==> src/rtl/serial_adder_pkg.sv <==
// rtl/serial_adder_pkg.sv - state encoding and sizing helper shared by the serial adder
package serial_adder_pkg;

    localparam logic [1:0] ST_IDLE = 2'd0;
    localparam logic [1:0] ST_RUN  = 2'd1;
    localparam logic [1:0] ST_DONE = 2'd2;

    typedef enum logic [1:0] {
        IDLE = ST_IDLE,
        RUN  = ST_RUN,
        DONE = ST_DONE
    } state_t;

    function automatic int clog2(input int value);
        int result;
        int rem;
        result = 0;
        rem    = value - 1;
        while (rem > 0) begin
            result = result + 1;
            rem    = rem >> 1;
        end
        return result;
    endfunction

endpackage

==> src/rtl/serial_adder_fa_cell.sv <==
// rtl/serial_adder_fa_cell.sv - full adder composed of two half adders and an OR
module fa_cell (
    input  logic x,
    input  logic y,
    input  logic ci,
    output logic s,
    output logic co
);

    logic s0;
    logic c0;
    logic c1;

    half_adder u_ha0 (.x(x),  .y(y),  .s(s0), .c(c0));
    half_adder u_ha1 (.x(s0), .y(ci), .s(s),  .c(c1));

    assign co = c0 | c1;

endmodule

==> src/rtl/serial_adder_half_adder.sv <==
// rtl/serial_adder_half_adder.sv - combinational half-adder cell
module half_adder (
    input  logic x,
    input  logic y,
    output logic s,
    output logic c
);

    assign s = x ^ y;
    assign c = x & y;

endmodule

==> src/rtl/serial_adder.sv <==
// rtl/serial_adder.sv - bit-serial LSB-first adder with valid/ready on both sides
module serial_adder
    import serial_adder_pkg::*;
#(
    parameter int WIDTH = 8
) (
    input  logic             clk,
    input  logic             rst,
    input  logic             in_valid,
    output logic             in_ready,
    input  logic [WIDTH-1:0] a,
    input  logic [WIDTH-1:0] b,
    input  logic             cin,
    output logic             out_valid,
    input  logic             out_ready,
    output logic [WIDTH-1:0] sum,
    output logic             cout,
    output logic             busy
);

    localparam int                 CNT_W    = clog2(WIDTH + 1);
    localparam logic [CNT_W-1:0]   CNT_LAST = CNT_W'(WIDTH - 1);
    localparam logic [CNT_W-1:0]   CNT_ONE  = CNT_W'(1);

    state_t           state_q, state_d;
    logic [WIDTH-1:0] a_q, a_d;
    logic [WIDTH-1:0] b_q, b_d;
    logic [WIDTH-1:0] sum_q, sum_d;
    logic             carry_q, carry_d;
    logic [CNT_W-1:0] cnt_q, cnt_d;
    logic             in_ready_q, in_ready_d;
    logic             out_valid_q, out_valid_d;
    logic             busy_q, busy_d;
    logic             fa_s;
    logic             fa_c;

    fa_cell u_fa (
        .x (a_q[0]),
        .y (b_q[0]),
        .ci(carry_q),
        .s (fa_s),
        .co(fa_c)
    );

    always_comb begin
        state_d = state_q;
        a_d     = a_q;
        b_d     = b_q;
        sum_d   = sum_q;
        carry_d = carry_q;
        cnt_d   = cnt_q;
        case (state_q)
            IDLE: begin
                if (in_valid) begin
                    a_d     = a;
                    b_d     = b;
                    carry_d = cin;
                    cnt_d   = '0;
                    sum_d   = '0;
                    state_d = RUN;
                end
            end
            RUN: begin
                a_d            = a_q >> 1;
                b_d            = b_q >> 1;
                // New bit enters at the MSB so the first bit lands at the LSB after WIDTH shifts.
                sum_d          = sum_q >> 1;
                sum_d[WIDTH-1] = fa_s;
                carry_d        = fa_c;
                cnt_d          = cnt_q + CNT_ONE;
                if (cnt_q == CNT_LAST) begin
                    state_d = DONE;
                end
            end
            DONE: begin
                if (out_ready) begin
                    state_d = IDLE;
                end
            end
            default: state_d = IDLE;
        endcase
        in_ready_d  = (state_d == IDLE);
        out_valid_d = (state_d == DONE);
        busy_d      = (state_d == RUN);
    end

    always_ff @(posedge clk or posedge rst) begin
        if (rst) begin
            state_q     <= IDLE;
            a_q         <= '0;
            b_q         <= '0;
            sum_q       <= '0;
            carry_q     <= 1'b0;
            cnt_q       <= '0;
            in_ready_q  <= 1'b1;
            out_valid_q <= 1'b0;
            busy_q      <= 1'b0;
        end else begin
            state_q     <= state_d;
            a_q         <= a_d;
            b_q         <= b_d;
            sum_q       <= sum_d;
            carry_q     <= carry_d;
            cnt_q       <= cnt_d;
            in_ready_q  <= in_ready_d;
            out_valid_q <= out_valid_d;
            busy_q      <= busy_d;
        end
    end

    assign in_ready  = in_ready_q;
    assign out_valid = out_valid_q;
    assign busy      = busy_q;
    assign sum       = sum_q;
    assign cout      = carry_q;

endmodule

==> config.mk <==
export PLATFORM = sky130hd
export DESIGN_NAME = serial_adder
export DESIGN_NICKNAME = d
export VERILOG_FILES = /design/src/rtl/serial_adder_pkg.sv /design/src/rtl/serial_adder_fa_cell.sv /design/src/rtl/serial_adder_half_adder.sv /design/src/rtl/serial_adder.sv
export SDC_FILE = /design/constraint.sdc
export NUM_CORES = 1
export LEC_CHECK = 0
export BUFFER_PORTS_ARGS = -buffer_cell sky130_fd_sc_hd__buf_2
export CAP_MARGIN = 20
export CORE_UTILIZATION = 53
export DETAILED_ROUTE_END_ITERATION = 10
export MAX_ROUTING_LAYER = met4
export PLACE_DENSITY = 0.75
export SETUP_SLACK_MARGIN = 0.3
export SLEW_MARGIN = 5
export SYNTH_ARGS = -nofsm -noshare
export SYNTH_HDL_FRONTEND = slang
export SYNTH_HIERARCHICAL = 1
export SYNTH_SLANG_ARGS = --single-unit
==> constraint.sdc <==
create_clock -name clk -period 1.6 [get_ports clk]
set_input_delay 0.16 -clock clk [delete_from_list [all_inputs] [get_ports clk]]
set_output_delay 0.16 -clock clk [all_outputs]
set_load 0.01 [all_outputs]
==> impl_metrics.tcl, run 1 <==
set metrics [dict create \
    arrival_ps 1650 \
    syn_avg_cell_area_um2 11.43 \
    critPathRequiredTime_ps 1820 \
    grt_pass1_vias 1146 \
    final_cell_mix "dfrtp_1 (32), buf_2 (32), a22oi_1 (15)" \
    reg2reg_to "cout" \
    timing.hold.ws_ps 58.06 \
    cts.sinks 34 \
    clk_path_buf_depth 2 \
    swShare 0.3787 \
    cpPeakStageDelay_ps 420 \
    fin_util 0.6556 \
    io_pins 33 \
    path_clk_slew_ps 100 \
    synth_top_area_share 0.5392 \
    timing.fmax_mhz 702.9 \
    leakage_nw 0.9039 \
    place_inst 192 \
    antenna_found_initial 0 \
    grtUsageTotal 0.2304 \
    drive_above_1_share 0.3256 \
    num_rows 19 \
    synth_cells 134 \
    dieArea_um2 3109 \
    slew_headroom 0.7258 \
    clock_latency_ps 330 \
    place.gp.congestion 0.8634 \
    outcome "completed" \
    worstReg2RegStart "b_q[0]" \
    drcViolationCount 0 \
    crit_family "adder cells" \
    worst_pin_slew_ps 411.3 \
    wl_um 3136 \
    max_cap_viol_count 0 \
    worst-r2r-cell-count 5 \
    fin_crit_ps 1423 \
    finClkSkew_ps 4.938 \
    areaGrowthSynthToFinish_pct 18.06 \
    die_w_um 55.76 \
    design_power_total_mw 3.301 \
    design_area_um2 1808 \
    routed_via_density 5.783 \
    cts_tree "built" \
    critical_path.slowest_cell "dfrtp_1" \
    ys.warnings.count 6 \
    root_buffer "clkbuf_4" \
    grt_max_degree 35 \
    ir_drop_uv 1238 \
    synth_cell_type_count 28 \
    ys_seq_elements 34 \
    hpwl_um 2137 \
    drtPass1Iterations 4 \
    design.core.area_um2 2758 \
    numPortBuffers 32 \
    seq_power_share 0.449 \
    p_switching_mw 1.250 \
    post_dp_cell_area_um2 1699 \
    fin_crit_sh 0.8891 \
    hold_path_depth 2 \
    clock_power_share 0.130 \
    avgRoutedWirePerCell_um 15.45 \
    diodes 0 \
    power_density_nw_per_um2 1826 \
    synthFlopType "dfrtp_1" \
    fillers 232 \
    end_kind "flip-flop" \
    worstSetupPathType "flip-flop to flip-flop" \
    combPwrFrac 0.421 \
    cp-start-kind "flip-flop" \
    async_reset_ff_frac 1.000 \
    h-tree-depth 2 \
    dp_slack_ps 156.2 \
    grt_pass1_wl_um 5361 \
    drt_iter0_drc 40 \
    rsz0062_at_grt "true" \
    p_int_mw 2.051 \
    hold_path_class "input pin to flip-flop" \
    slew_viol_final 0 \
    r2r_setup_slack_ps 180 \
    worstHoldEndpoint "a_q[7]" \
    hp-start "a[7]" \
    synth-edff-count 0 \
    final_cells 203 \
    synth_seq_area_share 0.5564 \
    vias 1174 \
    drt.antenna.violating_nets 0 \
    overflow 0 \
    die_h_um 55.76 \
    syn_area_um2 1531 \
    cts_buffers 5 \
    cp_cell_sequence "ha_1 > ha_2 > or2_1 > a22oi_1 > o21ai_1" \
    syn_nets 158 \
    hold_violations 0 \
    critPathBufInv 0 \
    initial_utilization 0.5554 \
    setup_viol 0 \
    tns_ps 0 \
    nets 196 \
    layout_setup_ws_ps 177.4 \
    synth.largest_area_cell "dfrtp_1" \
    path_max_fanout 2 \
    synthTopCellsByArea "dfrtp_1 (54%), a22oi_1 (7.4%), a22o_1 (6.9%)" \
]
[synth_stat cells (2+ instances only)]
| master | instances |
|---|---|
| clkbuf_1 | 2 |
| a22oi_1 | 15 |
| o21ai_0 | 15 |
| and2b_1 | 4 |
| a21oi_1 | 7 |
| dfrtp_1 | 33 |
| a41o_1 | 2 |
| nand2_1 | 10 |
| buf_6 | 3 |
| ha_1 | 3 |
| a22o_1 | 12 |
| inv_1 | 2 |
| buf_2 | 3 |
| nor2b_1 | 4 |
| buf_4 | 3 |
| a41oi_1 | 2 |
| nand2b_1 | 3 |
[power by group through the flow]
stage | Clock, mW | Combinational [mW] | Sequential (mW)
2_1_floorplan | 0 | 1.01 | 1.45
3_3_place_gp | 0 | 1.25 | 1.46
3_5_place_dp | 0 | 1.30 | 1.48
4_1_cts | 0.446 | 1.33 | 1.47
5_1_grt | 0.483 | 1.55 | 1.53
6_report | 0.428 | 1.39 | 1.48
[worst max path at each step]
stage,from,end,slack (ps),cells after the start
CTS,a_q[0],cout,160,5
global route,b_q[0],cout,120,5
global placement,b_q[0],cout,190,5
finish,b_q[0],cout,180,5
floorplan,a_q[0],cout,250,5
detailed placement,state_q[0],a_q[4],160,3
[final cells by class]
class,instances,area (µm²),area share
clock buffer,7,45.04,0.02491
inverter,2,7.507,0.004152
multi-input combinational,87,625.6,0.3460
sequential,34,853.3,0.4720
tap,31,38.79,0.02145
timing repair buffer,42,237.7,0.1315
[layer usage]
metal | up-vias | share of wire | global-route usage
li1 | 564 | - | -
met1 | 574 | 0.46 | 0.3160
met2 | 33 | 0.48 | 0.3339
met3 | 3 | 0.050 | 0.05814
met4 | 0 | 0.012 | 0.08571
met5 | - | 0 | -
[repair_timing]
action                                 CTS  global route
gates resized for setup                  3             4
setup endpoints to repair               11            14
setup buffers                            1             2
hold buffers                             1             0
pin swaps                                2             1
endpoints found under the hold margin   33             0
[sequential cells by signal (all words and copies together), names as in the netlist]
register and cells:
a_q 8, b_q 8, sum 8, cnt_q 4
state_q 2, busy 1, cout 1, in_ready 1
out_valid 1
[cell families (layout without fill, tap and decap cells)]
logic type,Yosys count,count (layout),share of synthesized area
and+or+nand+nor,27,27,0.1021
buffers and inverters,13,51,0.05637
muxes,1,1,0.006536
adders and majority gates,3,3,0.02451
AOI/OAI and AO/OA,56,56,0.2541
DFF,34,34,0.5564
No activity file was read; power rests on OpenSTA's default activity.
==> run 2: changes to the inputs <==
--- a/config.mk
+++ b/config.mk
@@ -11,6 +11,8 @@
 export DETAILED_ROUTE_END_ITERATION = 10
 export MAX_ROUTING_LAYER = met4
 export PLACE_DENSITY = 0.75
+export RECOVER_POWER = 25
+export REMOVE_ABC_BUFFERS = 1
 export SETUP_SLACK_MARGIN = 0.3
 export SLEW_MARGIN = 5
 export SYNTH_ARGS = -nofsm -noshare
==> run 2 against run 1 <==
Largest power group unchanged. Clock power rose by 33%. Combinational power rose by 5%. Largest cell class unchanged. Sequential power barely moved. Design area rose by 3.9%. Via count rose by 1.6%. Worst hold slack got worse by 4.9 ps. Highest routed layer unchanged. Clock skew rose by 2.7 ps.
==> impl_metrics.tcl, run 2 (synthesis gave the netlist of run 1 again) <==
set metrics [dict create \
    outcome "completed" \
    vias 1193 \
    path_max_fanout 2 \
    rsz0062_at_grt "true" \
    drt_iter0_drc 64 \
    setup_viol 0 \
    reg2reg_to "cout" \
    arrival_ps 1640 \
    nets 201 \
    timing.hold.ws_ps 53.18 \
    worstReg2RegStart "a_q[0]" \
    cts_buffers 5 \
    slew_viol_final 0 \
    routed_via_density 5.708 \
    wl_um 3007 \
    grt_max_degree 35 \
    design.core.area_um2 2758 \
    worst-r2r-cell-count 5 \
    hold_path_depth 2 \
    path_clk_slew_ps 100 \
    dieArea_um2 3109 \
    layout_commonest_cell "buf_2" \
    drt.antenna.violating_nets 0 \
    max_cap_viol_count 0 \
    numPortBuffers 32 \
    initial_utilization 0.5554 \
    final_cell_mix "buf_2 (32), dfrtp_1 (31), a22oi_1 (14)" \
    end_kind "flip-flop" \
    hpwl_um 2038 \
    num_rows 19 \
    hp-start "b[7]" \
    hold_path_class "input pin to flip-flop" \
    drcViolationCount 0 \
    power_density_nw_per_um2 1870 \
    cp-start-kind "flip-flop" \
    critPathRequiredTime_ps 1820 \
    fin_crit_sh 0.8888 \
    cts_tree "built" \
    finClkSkew_ps 7.643 \
    die_w_um 55.76 \
    design_power_total_mw 3.512 \
    leakage_nw 0.9441 \
    slew_headroom 0.4650 \
    grt_pass1_wl_um 5306 \
    overflow 0 \
    areaGrowthSynthToFinish_pct 22.63 \
    clock_latency_ps 330 \
    grtUsageTotal 0.2264 \
    ir_drop_uv 1479 \
    antenna_found_initial 0 \
    use_met2 0.3546 \
    clk_path_buf_depth 2 \
    avgRoutedWirePerCell_um 14.39 \
    critical_path.slowest_cell "dfrtp_1" \
    met1_usage 0.2833 \
    r2r_setup_slack_ps 180 \
    cpPeakStageDelay_ps 400 \
    worstSetupPathType "flip-flop to flip-flop" \
    io_pins 33 \
    timing.fmax_mhz 703.2 \
    drtPass1Iterations 4 \
    worst_pin_slew_ps 802.5 \
    root_buffer "clkbuf_4" \
    cp_cell_sequence "ha_1 > ha_2 > or2_1 > a22oi_2 > o21ai_1" \
    hold_violations 0 \
    cts.sinks 34 \
    fin_crit_ps 1422 \
    tns_ps 0 \
    h-tree-depth 2 \
    diodes 0 \
    worstHoldEndpoint "b_q[7]" \
    drive_above_1_share 0.3596 \
    place.gp.congestion 0.7706 \
    grt_pass1_vias 1226 \
    cp-startpoint "a_q[0]" \
    grtUsageMet3 0.05581 \
    die_h_um 55.76 \
    top_usage_layer "met2" \
]
-- run 2: cell count changes in the layout (fill, tap and decap cells not counted), sizes merged --
| cell | before | now |
|---|---|---|
| clkbuf | 7 | 9 |
| buf | 41 | 45 |
-- run 2: worst max-delay path by stage --
| stage | to | slack [ps] | depth (start not counted) |
|---|---|---|---|
| 6_report | cout | 180 | 5 |
| 5_1_grt | cout | 90 | 5 |
| 4_1_cts | cout | 150 | 5 |
| 3_5_place_dp | cout | 110 | 5 |
| 3_3_place_gp | cout | 180 | 5 |
| 2_1_floorplan | cnt_q[3] | 100 | 3 |
-- run 2: layout make-up --
| cell class | count | area (µm²) |
|---|---|---|
| Clock buffer | 8 | 78.83 |
| Fill cell | 217 | 879.6 |
| Inverter | 2 | 7.507 |
| Multi-Input combinational cell | 87 | 625.6 |
| Sequential cell | 34 | 854.6 |
| Tap cell | 31 | 38.79 |
| Timing Repair Buffer | 47 | 272.8 |
-- run 2: per-stage QoR --
stage	worst slack, ps	area, µm²	instances	util
floorplan	104.9	1453	123	-
global placement	175.1	1719	195	0.6234
detailed placement	112.9	1719	195	0.6234
CTS	153.4	1853	208	0.6720
global route	86.15	1878	209	0.6810
finish	177.9	1878	209	0.6810
-- run 2: layer usage --
metal  up-vias  share of wire
met5         -              0
met4         0          0.019
met3         8          0.051
met2        40           0.46
met1       564           0.47
li1        581              -
-- run 2: where the power goes --
group | internal (mW) | switching [mW] | total, mW
Sequential | 1.21 | 0.269 | 1.48
Combinational | 0.740 | 0.720 | 1.46
Clock | 0.300 | 0.270 | 0.570
-- run 2: worst max-delay path, delay by kind of cell (launching register included) --
| kind | cells | cell delay [ps] |
|---|---|---|
| fa+ha+maj | 2 | 480 |
| flops | 1 | 400 |
| simple gates | 1 | 220 |
| compound gates | 2 | 230 |
-- run 2: what timing repair did --
item | in CTS | in global routing
setup endpoints to repair | 20 | 11
setup buffers | 4 | 1
hold buffers | 1 | 0
endpoints found under the hold margin | 33 | 0
resized for setup | 6 | 5
pin swaps | 4 | 0
